**src/rtl/delay_pkg.sv**
```systemverilog
// Shared definitions for the delay sequencer: delay range, reset value,
// step FSM state encoding and the zero-delay substitution rule.
package delay_pkg;

    localparam int DELAY_W = 4;

    localparam logic [DELAY_W-1:0] DELAY_MIN   = 4'd1;
    localparam logic [DELAY_W-1:0] DELAY_MAX   = 4'd15;
    localparam logic [DELAY_W-1:0] DELAY_RESET = 4'd8;

    localparam logic [0:0] ST_IDLE = 1'b0;
    localparam logic [0:0] ST_RUN  = 1'b1;

    // A zero delay would mean a zero-length period, so it runs as the minimum.
    function automatic logic [DELAY_W-1:0] effective_delay(input logic [DELAY_W-1:0] d);
        return (d < DELAY_MIN) ? DELAY_MIN : d;
    endfunction

endpackage

```
**src/rtl/delay_step_sched_key_debounce.sv**
```systemverilog
// One push-button channel: 2-flop synchroniser, stable-sample debouncer and a
// single-cycle pulse when the debounced level goes released->pressed.
module key_debounce #(
    parameter int DEB_CYCLES = 500000,
    parameter int DEB_W      = 20
) (
    input  logic clk,
    input  logic reset,
    input  logic key_n,
    output logic press
);

    localparam logic [DEB_W-1:0] DEB_LAST = DEB_W'(DEB_CYCLES - 1);

    logic             sync1;
    logic             sync2;
    logic             level_n;
    logic [DEB_W-1:0] cnt;

    // NOTE: every register here uses <= so all flops sample pre-edge values;
    // with blocking '=' sync2 would see the new sync1 and the synchroniser collapses.
    always_ff @(posedge clk) begin
        if (reset) begin
            sync1   <= 1'b1;
            sync2   <= 1'b1;
            level_n <= 1'b1;
            cnt     <= '0;
            press   <= 1'b0;
        end else begin
            sync1 <= key_n;
            sync2 <= sync1;
            press <= 1'b0;
            if (sync2 == level_n) begin
                cnt <= '0;
            end else if (cnt == DEB_LAST) begin
                cnt     <= '0;
                level_n <= sync2;
                press   <= ~sync2;
            end else begin
                cnt <= cnt + 1'b1;
            end
        end
    end

endmodule

```
**src/rtl/delay_step_sched.sv**
```systemverilog
// Delay sequencer: conditions the faster/slower keys into pulses and turns the
// current delay into a periodic one-cycle step strobe with a wrapping counter.
module delay_step_sched
    import delay_pkg::*;
#(
    parameter int PRESCALE   = 50000,
    parameter int PRE_W      = 16,
    parameter int DEB_CYCLES = 500000,
    parameter int DEB_W      = 20
) (
    input  logic               clk,
    input  logic               reset,
    input  logic               key_faster_n,
    input  logic               key_slower_n,
    input  logic               run,
    input  logic [DELAY_W-1:0] delay,
    output logic               faster,
    output logic               slower,
    output logic               step,
    output logic [7:0]         step_count
);

    localparam logic [PRE_W-1:0] PRE_LAST = PRE_W'(PRESCALE - 1);

    logic faster_press;
    logic slower_press;

    key_debounce #(.DEB_CYCLES(DEB_CYCLES), .DEB_W(DEB_W)) u_key_faster (
        .clk   (clk),
        .reset (reset),
        .key_n (key_faster_n),
        .press (faster_press)
    );

    key_debounce #(.DEB_CYCLES(DEB_CYCLES), .DEB_W(DEB_W)) u_key_slower (
        .clk   (clk),
        .reset (reset),
        .key_n (key_slower_n),
        .press (slower_press)
    );

    // Faster wins a same-cycle collision; the slower request is dropped.
    assign faster = faster_press;
    assign slower = slower_press & ~faster_press;

    logic [0:0]         state;
    logic [PRE_W-1:0]   pre_cnt;
    logic [DELAY_W-1:0] unit_cnt;
    logic [DELAY_W-1:0] delay_q;
    logic               pre_wrap;
    logic               unit_last;

    assign pre_wrap  = (pre_cnt == PRE_LAST);
    assign unit_last = (unit_cnt == delay_q - 1'b1);

    always_ff @(posedge clk) begin
        if (reset) begin
            state      <= ST_IDLE;
            pre_cnt    <= '0;
            unit_cnt   <= '0;
            delay_q    <= DELAY_RESET;
            step       <= 1'b0;
            step_count <= '0;
        end else begin
            step <= 1'b0;
            case (state)
                ST_IDLE: begin
                    pre_cnt  <= '0;
                    unit_cnt <= '0;
                    if (run) begin
                        state   <= ST_RUN;
                        delay_q <= effective_delay(delay);
                    end
                end
                ST_RUN: begin
                    if (!run) begin
                        // Leaving RUN wins over a coincident terminal count.
                        state    <= ST_IDLE;
                        pre_cnt  <= '0;
                        unit_cnt <= '0;
                    end else if (pre_wrap) begin
                        pre_cnt <= '0;
                        if (unit_last) begin
                            unit_cnt   <= '0;
                            step       <= 1'b1;
                            step_count <= step_count + 1'b1;
                            delay_q    <= effective_delay(delay);
                        end else begin
                            unit_cnt <= unit_cnt + 1'b1;
                        end
                    end else begin
                        pre_cnt <= pre_cnt + 1'b1;
                    end
                end
                default: state <= ST_IDLE;
            endcase
        end
    end

endmodule

```
**config.mk**
```make
export PLATFORM = sky130hd
export DESIGN_NAME = delay_step_sched
export DESIGN_NICKNAME = d
export VERILOG_FILES = /design/src/rtl/delay_pkg.sv /design/src/rtl/delay_step_sched_key_debounce.sv /design/src/rtl/delay_step_sched.sv
export SDC_FILE = /design/constraint.sdc
export NUM_CORES = 1
export LEC_CHECK = 0
export CAP_MARGIN = 10
export CORE_MARGIN = 10
export CORE_UTILIZATION = 35
export DETAILED_ROUTE_END_ITERATION = 8
export GPL_ROUTABILITY_DRIVEN = 1
export PLACE_DENSITY_LB_ADDON = 0.3
export SLEW_MARGIN = 20
export SYNTH_ARGS = -nofsm -noshare
export SYNTH_HDL_FRONTEND = slang
export SYNTH_SLANG_ARGS = --single-unit
```
**constraint.sdc**
```tcl
create_clock -name clk -period 3.2 [get_ports clk]
set_input_delay 0.64 -clock clk [delete_from_list [all_inputs] [get_ports clk]]
set_output_delay 0.64 -clock clk [all_outputs]
set_load 0.02 [all_outputs]
```
Yosys cells after proc, flatten, opt, wreduce, memory -nomap -nowiden
Index checks and enable logic that the tools add are counted.

cells by class
  $lt $le $gt $ge = 1
  add/subtract/negate cells = 6
  equal/unequal tests = 11
  multiplexer cells = 15
  bitwise gates (word level) = 11
  reduce and logical (&&, ||, !) cells = 9
  multiply operators = 0
  divide/modulo/power cells = 0
  shift-type cells = 0

operators by type and width
  cell                     count
  $add A20 B1 Y20 const B  2
  $eq A20 B19 Y1 const B   2
  $mux W16                 2
  $mux W4                  8
  $pmux W16 S2             1
  $add A16 B1 Y16 const B  1
  $eq A16 B16 Y1 const B   1
  $pmux W4 S2              2
  $reduce_or A3 Y1         4
  $not A1 Y1               10
  $add A8 B1 Y8 const B    1
  $reduce_and A4 Y1        2
  $add A4 B1 Y4 const B    1
  $eq A4 B4 Y1             1
  $lt A4 B1 Y1 const B     1
  $ne A2 B1 Y1 const B     2
  $ne A2 B2 Y1 const B     2
  $reduce_and A2 Y1        2
  $reduce_or A4 Y1         1
  $sub A4 B1 Y4 const B    1
  $ne A3 B2 Y1 const B     1
  $eq A1 B1 Y1             2
  $mux W1                  2
  $and A1 B1 Y1            1

word-level totals
  latch bits = 0
  input port bits = 9
  memories kept = 0
  memory bits (writable) = 0
  memory bits (read-only) = 0
  register bits after elaboration = 82

Depth between registers and ports, before layout
Gate-level depths: netlist of run 1.

  depth in word-level cells = 6
  depth in mapped cells = 8
  mapped depth without buffers = 7

Modules after synthesis
Synthesis of run 1 repeated with hierarchy kept, for this count alone.

unflattened totals
  cell total of the unflattened synthesis = 432
  area total of the unflattened synthesis = 3881.2 µm²

modules (own cells, without submodules)
  module            area each (µm²)  times used  cells each  sequential area each (µm²)
  key_debounce      1028.5           2           113         480.5
  delay_step_sched  1824.2           1           206         680.7

Least setup slack after synthesis of run 1
Ideal clock, no wire load.

  path type = reg-to-reg
  from = reg delay_q[0]
  to = reg step_count[6]
  path slack = 0.872 ns
  arrival = 2.257 ns
  library setup time = 0.071 ns
  stages on the path, launching flop included = 9
  period minus slack after synthesis = 2.328 ns
  cell sequence = dfxtp_1 -> inv_1 -> ha_1 -> xor2_1 -> nand3_1 -> or4_4 -> buf_6 -> or4_1 -> a21oi_1

on the way
  cells in the longest elaborated chain, start to end = 3

ends and longest elaborated chain
  element                      line                    text
  start: declaration           delay_step_sched.sv:49  logic [DELAY_W-1:0] delay_q;
  start signal: assignment     delay_step_sched.sv:72  delay_q <= effective_delay(delay);
  start signal: assignment     delay_step_sched.sv:87  delay_q <= effective_delay(delay);
  $sub A4 B1 Y4                delay_step_sched.sv:54  assign unit_last = (unit_cnt == delay_q - 1'b1);
  $eq A4 B4 Y1                 delay_step_sched.sv:54
  $reduce_and A4 Y1 (no line)  --
  end signal: assignment       delay_step_sched.sv:86  step_count <= step_count + 1'b1;
  end: declaration             delay_step_sched.sv:20  output logic [7:0] step_count

No other way between the ends.
A chain may end at the register's enable or synchronous reset.

Worst setup path after layout of run 1
  from = reg delay_q[0]
  to = reg step_count[5]

The elaborated chain is that of the path after synthesis.

==> results of run 1 <==
==> state kept, by name, indices dropped and copies added, names as in the netlist <==
register              cells
u_key_faster.sync1        1
u_key_slower.level_n      1
u_key_faster.press        1
step                      1
u_key_slower.cnt         20
pre_cnt                  16
u_key_slower.sync1        1
u_key_faster.cnt         20
u_key_faster.sync2        1
u_key_slower.sync2        1
u_key_faster.level_n      1
step_count                8
delay_q                   4
u_key_slower.press        1
state                     1
unit_cnt                  4
==> cells by family after synthesis <==
logic type | share of synthesized area (%)
simple gates | 30.1
flops | 45.3
xor+xnor | 14.4
compound gates | 4.08
buf+inv | 2.28
mux | 1.69
fa+ha+maj | 2.07
==> layout make-up <==
type	instances	share of cell area, %
clock buffers	9	2.95
flip-flops and latches	82	39.1
multi-input cells	304	45.2
repair buffers	21	4.89
well taps	136	4.06
clock inverters	6	2.77
inverters	11	0.984
==> layer usage <==
metal | up-vias | wire length [um] | GRT usage, %
met4 | 0 | 83 | 3.13
met5 | - | 0 | 0
met3 | 10 | 245 | 3.52
li1 | 1442 | - | -
met2 | 31 | 2970 | 15.0
met1 | 1249 | 3190 | 11.5
==> how the worst max path moves through the flow <==
stage                           from             to  slack [ns]  cells past startpoint
after floorplan           delay_q[0]  step_count[6]        0.87                      8
after global placement           run  step_count[5]        0.63                      5
after detailed placement         run  step_count[6]        0.60                      5
after CTS                 delay_q[0]  step_count[5]        0.75                      7
after global routing      delay_q[0]  step_count[6]        0.54                      7
final                     delay_q[0]  step_count[5]        0.73                      7
==> power by group through the flow <==
stage	combinational [mW]	clock (mW)	sequential, mW
finish	0.0575	0.889	1.03
global route	0.0656	0.961	1.03
CTS	0.0577	0.919	1.03
detailed placement	0.0571	0	1.06
global placement	0.0564	0	1.06
floorplan	0.0363	0	1.06
==> stage by stage <==
step                      worst slack, ns  utilization (%)  instances  cell area (um^2)  hold slack [ns]
after floorplan                     0.872                -        406              3620            0.389
after global placement              0.629             38.8        554              3960            0.402
after detailed placement            0.601             38.8        554              3960            0.398
after CTS                           0.750             41.2        569              4200            0.422
after global routing                0.538             41.2        569              4200            0.449
final                               0.734             41.2        569              4200            0.420
==> worst max-delay path, cell delays in order (launching register included) <==
cell     delay (ns)
dfxtp_1        0.39
inv_1          0.06
ha_1           0.30
xor2_1         0.22
nand3_1        0.23
or4_4          0.54
or4_1          0.52
a21oi_1        0.14
==> synthesized netlist by cell type (2+ instances only) <==
master and count:
nor2_1 86, dfxtp_1 82, xnor2_1 37, nand3_1 28, nand2_1 22, xor2_1 20, nand4_1 14, nor3_1 14
inv_1 11, clkbuf_1 8, a21oi_1 7, and3_1 7, and4_1 7, ha_1 6, nor4_1 6, mux2i_1 5
or2_2 5, o21ai_0 4, o31ai_1 3, or4_1 3, nand2b_1 2, nor2b_1 2, nor4b_1 2, o21ba_2 2
or3_1 2
==> flow_summary.json, run 1 <==
{
  "drv_cap": 0,
  "path_class": "flip-flop to flip-flop",
  "nets": 444,
  "synth_area_um2": 3620,
  "max_freq_mhz": 406,
  "yosys_register_bits": 82,
  "ys_types": 46,
  "r2r_setup_slack_ns": 0.73,
  "end_kind": "flip-flop",
  "worstSetupStartpointType": "flip-flop",
  "area_delta_synth_final_pct": 15.9,
  "seqPwrFrac_pct": 52.2,
  "worstPathArrival_ns": 2.74,
  "final_common_cell": "nor2_1",
  "clkSinkCount": 82,
  "power.share.combinational_pct": 2.9,
  "synth_edf_count": 0,
  "swShare_pct": 20.6,
  "viasPerCell": 4.80,
  "skew_ns": 0.0116,
  "syn_area_per_cell_um2": 8.92,
  "power.leakage_nw": 1.32,
  "hpwlAfterDp_mm": 4.56,
  "hold_viol": 0,
  "outcome": "finished clean",
  "switching_power_mw": 0.408,
  "vias": 2732,
  "power_mw": 1.98,
  "core-area_um2": 10200,
  "first_pass_iters": 4,
  "cts_setup_buffers": 0,
  "die_x_um": 122,
  "ys_seq_area_share_pct": 45.3,
  "grt_pass1_vias": 2621,
  "synth.area.top_cells": "dfxtp_1 45%, xnor2_1 8.9%, nor2_1 8.9%, xor2_1 4.8%, nand3_1 3.9%",
  "grt_first_pass_wirelength_mm": 11.7,
  "cts_tree": "yes",
  "clkLatencyLatePin_ns": 0.35,
  "irDropWorstVdd_mv": 0.240,
  "cts.repair.resized": 0,
  "hold_depth": 1,
  "rows": 37,
  "async_flop_share_pct": 0,
  "rsz0062_at_grt": "false",
  "drt_iter0_drc": 94,
  "clockRootBuffer": "clkbuf_8",
  "diodes": 0,
  "overflow": 0,
  "powerDensity_nw_per_um2": 472,
  "routed_wl_mm": 6.48,
  "rr_startpoint": "delay_q[0]",
  "grt_max_degree": 26,
  "period_share_pct": 77.1,
  "dieArea_um2": 14800,
  "fillerInstances": 1028,
  "start_util_pct": 35.6,
  "gp_congestion": 0.808,
  "drc_errors": 0,
  "worstPathMaxFanout": 11,
  "setup-tns-final_ns": 0,
  "final_cell_mix": "86 x nor2_1, 82 x dfxtp_1, 37 x xnor2_1, 28 x nand3_1, 22 x nand2_1",
  "routedWlPerCell_um": 11.4,
  "finalSetupViolations": 0,
  "grt_usage_pct": 9.41,
  "hp-class": "flip-flop to flip-flop",
  "multi_input_area_um2": 1900,
  "min_from": "u_key_slower.sync1",
  "drive_gt1_share_pct": 7.62,
  "clk_path_buf_depth": 2,
  "cts_buffers": 9,
  "ys.flop_type": "dfxtp_1",
  "synth_nets": 421,
  "internal_power_mw": 1.57,
  "pwr-share-clk_pct": 44.9,
  "reg2reg_to": "step_count[5]",
  "min_period_ns": 2.47,
  "clk_pin_slew_ns": 0.08,
  "io_buffers": 19,
  "required_ns": 3.48,
  "reg2regPathDepth": 7,
  "ys_warn_count": 0,
  "ant_nets": 0,
  "synth_top_area_share_pct": 45.3,
  "regArea_um2": 1640,
  "whs_endpoint": "u_key_slower.sync2",
  "holdBufCountCts": 0,
  "slew_violations": 0,
  "worstMarginPinSlew_ns": 0.660,
  "syn-instance-count": 406,
  "die_y_um": 122,
  "synth.largest_area_cell": "dfxtp_1",
  "h-tree-depth": 3,
  "io_pins": 20,
  "slew-limit-headroom_pct": 56.0,
  "antenna_found_initial": 0
}
Power figures use the tool's default switching activity.
==> run 2: changes to the inputs <==
==> constraint.sdc (replaced) <==
create_clock -name clk -period 2.2 [get_ports clk]
set_input_delay 0.44 -clock clk [delete_from_list [all_inputs] [get_ports clk]]
set_output_delay 0.44 -clock clk [all_outputs]
set_load 0.02 [all_outputs]
==> run 2 against run 1 <==
Combinational power increased by 100%. Flip-flop and latch count unchanged. Non-clock buffer count is 28 higher.
==> flow_summary.json, run 2 (synthesized netlist as in run 1, its figures left out) <==
{
  "outcome": "finished clean",
  "io_buffers": 19,
  "clkLatencyLatePin_ns": 0.35,
  "fillerInstances": 1011,
  "min_from": "u_key_slower.sync1",
  "hp-class": "flip-flop to flip-flop",
  "clk_path_buf_depth": 2,
  "clockRootBuffer": "clkbuf_8",
  "nets": 472,
  "core-area_um2": 10200,
  "final_common_cell": "nor2_1",
  "hold_viol": 0,
  "reg2regPathDepth": 8,
  "h-tree-depth": 3,
  "drv_cap": 0,
  "first_pass_iters": 6,
  "power.leakage_nw": 1.44,
  "slew_violations": 0,
  "clkSinkCount": 82,
  "placed_area_um2": 4170,
  "power_mw": 2.66,
  "viasPerCell": 4.66,
  "worstPathArrival_ns": 2.45,
  "reg_top3": "u_key_faster.cnt: 20 flops, u_key_slower.cnt: 20 flops, pre_cnt: 16 flops",
  "hold_slack_ns": 0.425,
  "end_kind": "flip-flop",
  "min_period_ns": 2.15,
  "skew_ns": 0.00459,
  "rr_startpoint": "delay_q[0]",
  "die_x_um": 122,
  "period_share_pct": 97.9,
  "antenna_found_initial": 0,
  "worstMarginPinSlew_ns": 0.494,
  "grt_first_pass_wirelength_mm": 12.0,
  "powerDensity_nw_per_um2": 604,
  "drc_errors": 0,
  "dieArea_um2": 14800,
  "routed_wl_mm": 6.81,
  "reg2reg_to": "step_count[3]",
  "worstSetupStartpointType": "flip-flop",
  "drt_iter0_drc": 72,
  "clk_pin_slew_ns": 0.08,
  "worstPathMaxFanout": 7,
  "grt_pass1_vias": 2701,
  "start_util_pct": 35.6,
  "cts_tree": "yes",
  "hpwlAfterDp_mm": 4.77,
  "final_cell_mix": "86 x nor2_1, 80 x dfxtp_1, 37 x xnor2_1, 28 x buf_4, 27 x nand3_1",
  "required_ns": 2.49,
  "gp_congestion": 0.818,
  "vias": 2787,
  "grt_usage_pct": 9.76,
  "grt_max_degree": 21,
  "path_class": "flip-flop to flip-flop",
  "max_freq_mhz": 464,
  "cp-endpoint": "step_count[3]",
  "routedWlPerCell_um": 11.4,
  "rows": 37,
  "ant_nets": 0,
  "slew-limit-headroom_pct": 66.8,
  "drive_gt1_share_pct": 15.4,
  "die_y_um": 122,
  "postLayoutCellArea_um2": 4410,
  "cts_buffers": 9,
  "io_pins": 20,
  "diodes": 0,
  "crit_start": "delay_q[0]",
  "irDropWorstVdd_mv": 0.382,
  "finalSetupViolations": 0,
  "overflow": 0,
  "r2r_setup_slack_ns": 0.05,
  "holdBufCountCts": 0,
  "area_delta_synth_final_pct": 21.7
}
[run 2: cell count changes in the layout (fill, tap and decap cells not counted), moves of 2 or more]
cell,change
dfxtp_1,-2
clkinv_2,+4
dfxtp_2,+2
clkinv_4,-3
buf_4,+26
bufinv_16,-2
inv_1,-2
inv_2,+2
[run 2: final cells by class]
| class | count | area, um^2 | area share, % |
|---|---|---|---|
| flip-flops and latches | 82 | 1640 | 37.3 |
| well taps | 136 | 170 | 3.86 |
| inverters | 11 | 41.3 | 0.937 |
| clock inverters | 6 | 57.6 | 1.31 |
| clock buffers | 10 | 128 | 2.90 |
| repair buffers | 49 | 432 | 9.79 |
| multi-input cells | 304 | 1940 | 43.9 |
[run 2: worst max-delay path: stages, from the launching register on]
cell,delay [ns]
dfxtp_2,0.34
inv_2,0.04
ha_4,0.26
xor2_2,0.18
nand3_2,0.10
or4_4,0.61
buf_6,0.15
or3_1,0.30
a21oi_1,0.12
[run 2: routing by layer]
metal / wire (um) / GRT usage [%]
met4: 98 / 4.32
met1: 3210 / 11.3
met3: 266 / 3.56
met2: 3230 / 15.9
met5: 0 / 0
[run 2: metrics by stage]
stage | instances | setup TNS (ns) | util [%] | worst slack (ns)
floorplan | 406 | -0.141 | - | -0.0946
global placement | 581 | -0.318 | 41.0 | -0.100
detailed placement | 581 | -0.375 | 41.0 | -0.119
CTS | 597 | 0 | 42.8 | 0.0138
global route | 598 | -0.0194 | 43.3 | -0.0137
finish | 598 | 0 | 43.3 | 0.0468
[run 2: worst min path at each step]
stage | end | slack [ns] | cells after the start
floorplan | u_key_faster.sync2 | 0.39 | 1
global placement | u_key_slower.sync2 | 0.41 | 1
detailed placement | u_key_slower.sync2 | 0.40 | 1
CTS | u_key_slower.sync2 | 0.43 | 1
global route | u_key_slower.sync2 | 0.44 | 1
finish | u_key_slower.sync2 | 0.42 | 1
[run 2: power by group]
group | switching [mW] | total, mW | internal [mW] | leakage, nW
registers | 0.00731 | 1.50 | 1.49 | 0.663
clock network | 0.530 | 1.05 | 0.517 | 0.0958
logic | 0.0557 | 0.116 | 0.0599 | 0.684
total | 0.593 | 2.66 | 2.07 | 1.44
[run 2: repair_timing]
item                                    CTS  global route
endpoints found under the setup margin    0             5
endpoints found under the hold margin     0             0
setup buffers                             0             1
resized for setup                         0            10
==> run 3: changes to the inputs <==
--- a/config.mk
+++ b/config.mk
@@ -10,6 +10,7 @@
 export CORE_UTILIZATION = 35
 export DETAILED_ROUTE_END_ITERATION = 8
 export GPL_ROUTABILITY_DRIVEN = 1
+export HOLD_SLACK_MARGIN = 0.15
 export PLACE_DENSITY_LB_ADDON = 0.3
 export SLEW_MARGIN = 20
 export SYNTH_ARGS = -nofsm -noshare
==> results of run 3 <==
The final DEF is identical to that of run 2; final timing and power are the same.
